<file path="config.mk">
export PLATFORM = sky130hd
export DESIGN_NAME = display_480p
export DESIGN_NICKNAME = d
export VERILOG_FILES = /design/src/rtl/display_480p.sv
export SDC_FILE = /design/constraint.sdc
export NUM_CORES = 1
export LEC_CHECK = 0
export BUFFER_PORTS_ARGS = -buffer_cell sky130_fd_sc_hd__buf_2
export CAP_MARGIN = 5
export CORE_UTILIZATION = 35
export CTS_CLUSTER_DIAMETER = 200
export DETAILED_ROUTE_END_ITERATION = 12
export PLACE_DENSITY = 0.58
export REMOVE_ABC_BUFFERS = 1
export SLEW_MARGIN = 20
export SYNTH_ARGS = -nofsm -noshare
export SYNTH_HDL_FRONTEND = slang
export SYNTH_SLANG_ARGS = --single-unit
</file>
<file path="constraint.sdc">
create_clock -name clk_pix -period 3.32 [get_ports clk_pix]
set_input_delay 0.498 -clock clk_pix [delete_from_list [all_inputs] [get_ports clk_pix]]
set_output_delay 0.498 -clock clk_pix [all_outputs]
set_load 0.005 [all_outputs]
</file>
<file path="src/rtl/display_480p.sv">
`timescale 1ns/1ps
// display_480p: free-running video timing generator (640x480 @ 60 Hz by default).
// Outputs are registered from the next-state coordinates so sync/de/pulses align with sx/sy.
module display_480p #(
    parameter int unsigned CORDW  = 10,
    parameter int unsigned H_RES  = 640,
    parameter int unsigned H_FP   = 16,
    parameter int unsigned H_SYNC = 96,
    parameter int unsigned H_BP   = 48,
    parameter int unsigned V_RES  = 480,
    parameter int unsigned V_FP   = 10,
    parameter int unsigned V_SYNC = 2,
    parameter int unsigned V_BP   = 33,
    parameter logic        H_POL  = 1'b0,
    parameter logic        V_POL  = 1'b0
) (
    input  logic             clk_pix,
    input  logic             rst_pix,
    output logic [CORDW-1:0] sx,
    output logic [CORDW-1:0] sy,
    output logic             hsync,
    output logic             vsync,
    output logic             de,
    output logic             frame,
    output logic             line
);
    localparam int unsigned H_TOTAL = H_RES + H_FP + H_SYNC + H_BP;
    localparam int unsigned V_TOTAL = V_RES + V_FP + V_SYNC + V_BP;
    localparam int unsigned HS_STA  = H_RES + H_FP;
    localparam int unsigned HS_END  = HS_STA + H_SYNC;
    localparam int unsigned VS_STA  = V_RES + V_FP;
    localparam int unsigned VS_END  = VS_STA + V_SYNC;
    localparam logic [CORDW-1:0] H_MAX = CORDW'(H_TOTAL - 1);
    localparam logic [CORDW-1:0] V_MAX = CORDW'(V_TOTAL - 1);

    if ((64'(H_TOTAL - 1) >= (64'd1 << CORDW)) || (64'(V_TOTAL - 1) >= (64'd1 << CORDW))) begin : g_cordw_check
        $error("display_480p: CORDW too narrow for H_TOTAL/V_TOTAL");
    end

    logic [CORDW-1:0] r_sx;
    logic [CORDW-1:0] r_sy;
    logic             r_hsync;
    logic             r_vsync;
    logic             r_de;
    logic             r_frame;
    logic             r_line;

    logic [CORDW-1:0] w_sx_next;
    logic [CORDW-1:0] w_sy_next;
    logic             w_hs_act;
    logic             w_vs_act;
    logic             w_de_next;

    // Next coordinates; reset parks the counters at the last pixel so the first edge lands on (0,0).
    always_comb begin
        w_sx_next = r_sx + CORDW'(1);
        w_sy_next = r_sy;
        if (r_sx == H_MAX) begin
            w_sx_next = '0;
            w_sy_next = (r_sy == V_MAX) ? '0 : r_sy + CORDW'(1);
        end
    end

    always_comb begin
        w_hs_act  = (w_sx_next >= CORDW'(HS_STA)) && (w_sx_next < CORDW'(HS_END));
        w_vs_act  = (w_sy_next >= CORDW'(VS_STA)) && (w_sy_next < CORDW'(VS_END));
        w_de_next = (w_sx_next < CORDW'(H_RES)) && (w_sy_next < CORDW'(V_RES));
    end

    always_ff @(posedge clk_pix or posedge rst_pix) begin
        if (rst_pix) begin
            r_sx    <= H_MAX;
            r_sy    <= V_MAX;
            r_hsync <= ~H_POL;
            r_vsync <= ~V_POL;
            r_de    <= 1'b0;
            r_frame <= 1'b0;
            r_line  <= 1'b0;
        end else begin
            r_sx    <= w_sx_next;
            r_sy    <= w_sy_next;
            r_hsync <= w_hs_act ? H_POL : ~H_POL;
            r_vsync <= w_vs_act ? V_POL : ~V_POL;
            r_de    <= w_de_next;
            r_frame <= (w_sx_next == '0) && (w_sy_next == '0);
            r_line  <= (w_sx_next == '0);
        end
    end

    assign sx    = r_sx;
    assign sy    = r_sy;
    assign hsync = r_hsync;
    assign vsync = r_vsync;
    assign de    = r_de;
    assign frame = r_frame;
    assign line  = r_line;
endmodule

</file>
* After elaboration in Yosys (flattened, before gate mapping)
Index checks and enable logic that the tools add are counted.
Storage, ports and cells: bits in registers 25, logic and storage cells 28, bits of input ports 2, output and inout bits 25
Cells by class: order comparisons 6, add/subtract/negate cells 2, reductions and logical operators 6, muxes and demuxes 5, equal/unequal tests 2
Operators by type and width (number):
- 2-to-1 mux 10 bit | 3
- adder 10 x 1 -> 10 bit, second input constant | 2
- equality test 10 bit, second input constant | 2
- logical NOT 10 bit | 2
- less-than comparator 10 bit, second input constant | 2
- less-than comparator 10 x 9 -> 1 bit, second input constant | 2
- >= comparator 10 bit, second input constant | 1
- >= comparator 10 x 9 -> 1 bit, second input constant | 1
- logical AND 1 bit | 4
- 2-to-1 mux 1 bit | 2

* Longest topological paths before layout
depth in word-level cells 6, depth in mapped cells 7, mapped depth without buffers 7

* Worst setup path before layout
OpenSTA, ideal clock, no wires.
kind register to register, start register r_sy[2] (netlist: sy[2]), end register r_de (netlist: de), setup slack 1.202 ns, cell stages (with the launch flop) 7, buffers on the path 1, library setup time 0.133 ns, period minus slack after synthesis 2.118 ns, data arrival time 1.984 ns, data required time 3.187 ns, cells stage by stage dfstp_2 clkbuf_1 nand4_1 or3_1 or4b_1 o21ai_0 a211oi_1
Between the ends: word-level cells in the longest chain between the ends 5, elaborated cells on any way between the ends 6, those cells by class 1 x add/sub; 1 x order compare; 1 x eq/ne; 2 x mux; 1 x reduce/logical
Ends and longest elaborated chain:
- from (decl) | RTL line 41 | logic [CORDW-1:0] r_sy;
- from (signal assigned) | RTL line 81 | r_sy <= w_sy_next;
- adder 10 x 1 -> 10 bit or equality test 10 bit (tied branches) | RTL line 60 | w_sy_next = (r_sy == V_MAX) ? '0 : r_sy + CORDW'(1);
- 2-to-1 mux 10 bit (*) | RTL line 60
- 2-to-1 mux 10 bit (*) | RTL line 58 | if (r_sx == H_MAX) begin
- net w_sy_next[9] | RTL line 49 | logic [CORDW-1:0] w_sy_next;
- less-than comparator 10 x 9 -> 1 bit (*) | RTL line 67 | w_de_next = (w_sx_next < CORDW'(H_RES)) && (w_sy_next < CORDW'(V_RES));
- logical AND 1 bit (*) | RTL line 67
- net w_de_next | RTL line 52 | logic w_de_next;
- to (signal assigned) | RTL line 84 | r_de <= w_de_next;
- to (decl) | RTL line 44 | logic r_de;
The timed path passes the listed nets; every way through them passes the cells marked *.

* Final worst setup path
start register r_sx[0] (netlist: sx[0]), end register r_frame (netlist: frame)
Between the ends: word-level cells in the longest chain between the ends 4, elaborated cells on any way between the ends 7, those cells by class 1 x add/sub; 1 x eq/ne; 2 x mux; 3 x reduce/logical
Ends and longest elaborated chain:
- from (decl) | RTL line 40 | logic [CORDW-1:0] r_sx;
- from (signal assigned) | RTL line 80 | r_sx <= w_sx_next;
- adder 10 x 1 -> 10 bit or equality test 10 bit (tied branches) | RTL line 56, 58
- 2-to-1 mux 10 bit | RTL line 58
- logical NOT 10 bit | RTL line 85 | r_frame <= (w_sx_next == '0) && (w_sy_next == '0);
- logical AND 1 bit (*) | RTL line 85
- to (signal assigned) | RTL line 85
- to (decl) | RTL line 45 | logic r_frame;
Mark *: on every way between the ends. The rest lies on a longest branch, timed or not.

==> impl_metrics.env <==
export IMPL_r2r_end="frame"
export IMPL_start_util_pct=36.7
export IMPL_cts_buffers=3
export IMPL_avgSynthCellArea_um2=9.48
export IMPL_total_power_mw=0.489
export IMPL_crit_family="simple AND/OR/NAND/NOR gates"
export IMPL_synth_edf_count=0
export IMPL_dieArea_mm2=0.00449
export IMPL_drt_iter0_markers=94
export IMPL_grt_pass1_wl_mm=5.85
export IMPL_die_height_um=67.0
export IMPL_fin_util_pct=41.2
export IMPL_vias=1217
export IMPL_rsz0062_at_grt="false"
export IMPL_drt_total_wl_mm=3.31
export IMPL_hp_class="in -> async"
export IMPL_timing_fmax_ghz=0.412
export IMPL_die_x_um=67.0
export IMPL_n_antenna_cell=0
export IMPL_synthDistinctLibCells=45
export IMPL_clock_skew_ns=0.00273
export IMPL_synth_common_cells="inv_1, dfrtp_1, dfstp_2, nand2_1"
export IMPL_postSynthCellCount=156
export IMPL_regArea_um2=641
export IMPL_crit_fanout=8
export IMPL_setup_slack_ns=0.894
export IMPL_regToRegStartpoint="sx[0]"
export IMPL_path_class="reg -> reg"
export IMPL_ys_seq_elements=25
export IMPL_grtUsageTotal_pct=17.4
export IMPL_finalHoldViolCount=0
export IMPL_r2r_slack_ns=0.89
export IMPL_ios=27
export IMPL_crit_chain="ha_1, nand4_1, nor4_1, xnor2_1, o2111ai_1, nor4_1"
export IMPL_syn_area_mm2=0.00148
export IMPL_yosys_area_top_type="dfrtp_1"
export IMPL_grt_pass1_vias=1257
export IMPL_cts_tree="built"
export IMPL_crit_buf_inv=0
export IMPL_outcome="completed"
export IMPL_core_area_mm2=0.00403
export IMPL_final_layout_size_suffix_gt1_share_pct=27.3
export IMPL_synthTopCellsByArea="dfrtp_1, dfstp_2, xnor2_1"
export IMPL_syn_to_final_growth_pct=12.4
export IMPL_post_cts_buffers=0
export IMPL_end_kind="flop"
export IMPL_ir_drop_uv=221
export IMPL_fin_tns_setup_ns=0
export IMPL_required_ns=3.48
export IMPL_maxCapViolations=0
export IMPL_period_needed_ns=2.43
export IMPL_ys_warn_count=0
export IMPL_cts_root_buf="clkbuf_8"
export IMPL_relSlewSlack_pct=39.3
export IMPL_fillers=434
export IMPL_place_gp_congestion=0.854
export IMPL_worst_setup_path_start_kind="flop"
export IMPL_antenna_found_initial=0
export IMPL_leakage_nw=0.721
export IMPL_finalCritPeriodShare_pct=73.1
export IMPL_power_per_cell_area_mw_per_mm2=294
export IMPL_synth_most_common_cell="inv_1"
export IMPL_max_stage_delay_ns=0.56
export IMPL_arrival_ns=2.58
export IMPL_rows=23
export IMPL_grt_start_max_net_pins=26
export IMPL_dp_slack_ns=0.872
export IMPL_setup_violations=0
export IMPL_drtAntennaViolNets=0
export IMPL_ctsResizeCount=0
export IMPL_async_reset_ff_share_pct=100
export IMPL_dpl_hpwl_mm=2.53
export IMPL_ys_seq_area_share_pct=43.3
export IMPL_r2r_cells=6
export IMPL_cpMostUsedCell="nor4_1"
export IMPL_grt_ovfl_total=0
export IMPL_synth_top_cell_area_share_pct=22.0
export IMPL_cpMaxStageDelayCell="dfstp_2"
export IMPL_wl_per_cell_um=14.7
export IMPL_hold_buffers=0
export IMPL_first_pass_iters=4
export IMPL_synthFlopType="dfrtp_1"
export IMPL_drv_slew=0
export IMPL_drc=0
export IMPL_viasPerCell=5.38
export IMPL_port_buffers=26
export IMPL_clockBufferDepth=2
export IMPL_multiInputGateArea_um2=723
export IMPL_fin_nets=182
export IMPL_cts_sinks=25
export IMPL_clkTransAtPathRegs_ns=0.08
export IMPL_tightest_slew_ns=0.910
export IMPL_insertion_delay_ns=0.26
export IMPL_h_tree_depth=1
==> logic make-up after synthesis <==
logic type	Yosys count	share of synthesized area [%]
simple gates	65	27.6
buf+inv	26	7.78
compound gates	25	11.4
flops	25	43.3
xor+xnor	10	5.92
fa+ha+maj	3	2.54
mux	2	1.44
==> how the worst max path moves through the flow <==
stage / start / to / slack (ns) / depth (start not counted)
after floorplan: sx[0] / frame / 1.23 / 6
after global placement: sx[0] / frame / 0.96 / 6
after detailed placement: sx[0] / frame / 0.87 / 6
after CTS: sx[0] / frame / 0.84 / 6
after global routing: sx[0] / frame / 0.56 / 6
final: sx[0] / frame / 0.89 / 6
==> placed cells by master (no fill, tap or decap), types with 2 or more instances in the layout <==
master,count
nor3b_1,2
nor2_1,6
ha_1,3
dfstp_2,12
nor4_1,4
a211oi_1,2
a311oi_1,2
xnor2_1,8
dfrtp_1,13
buf_2,26
nor4_2,3
nand2_1,12
clkbuf_8,3
inv_1,16
or3_1,4
a21oi_1,4
xor2_1,2
nor3_1,6
nand3_1,8
nand4_1,8
o21ai_0,5
o31ai_1,3
a21o_1,2
nor2b_1,2
==> sequential cells by signal (all words and copies together) (netlist names) <==
signal	flops
frame	1
hsync	1
line	1
sy	10
vsync	1
sx	10
de	1
==> per-layer routing <==
layer | vias up | share of wire [%] | routed length, um | GRT usage [%]
met4 | 0 | 1.2 | 40 | 3.46
met1 | 569 | 45 | 1500 | 23.4
met2 | 45 | 46 | 1540 | 28.1
li1 | 599 | - | - | -
met3 | 4 | 7.0 | 232 | 4.11
met5 | - | 0 | 0 | 0
==> final cells by class <==
cell class,instances,area share [%]
flip-flops and latches,25,38.6
multi-input cells,105,43.5
clock buffers,4,2.71
repair buffers,26,7.83
well taps,50,3.77
inverters,16,3.61
==> stage by stage <==
stage / hold slack [ns] / instance area (um2) / instances
3_3_place_gp: 0.502 / 1620 / 222
3_5_place_dp: 0.504 / 1620 / 222
6_report: 0.420 / 1660 / 226
4_1_cts: 0.451 / 1660 / 226
2_1_floorplan: 0.496 / 1420 / 146
5_1_grt: 0.520 / 1660 / 226
==> power by group <==
part | switching (mW) | internal [mW] | total, mW | leakage (nW)
sequential | 0 | 0.305 | 0.305 | 0.296
combinational | 0.00560 | 0.000470 | 0.00607 | 0.402
clock | 0.0918 | 0.0857 | 0.177 | 0.0228
Note: power is estimated with default switching activity, not from simulation.
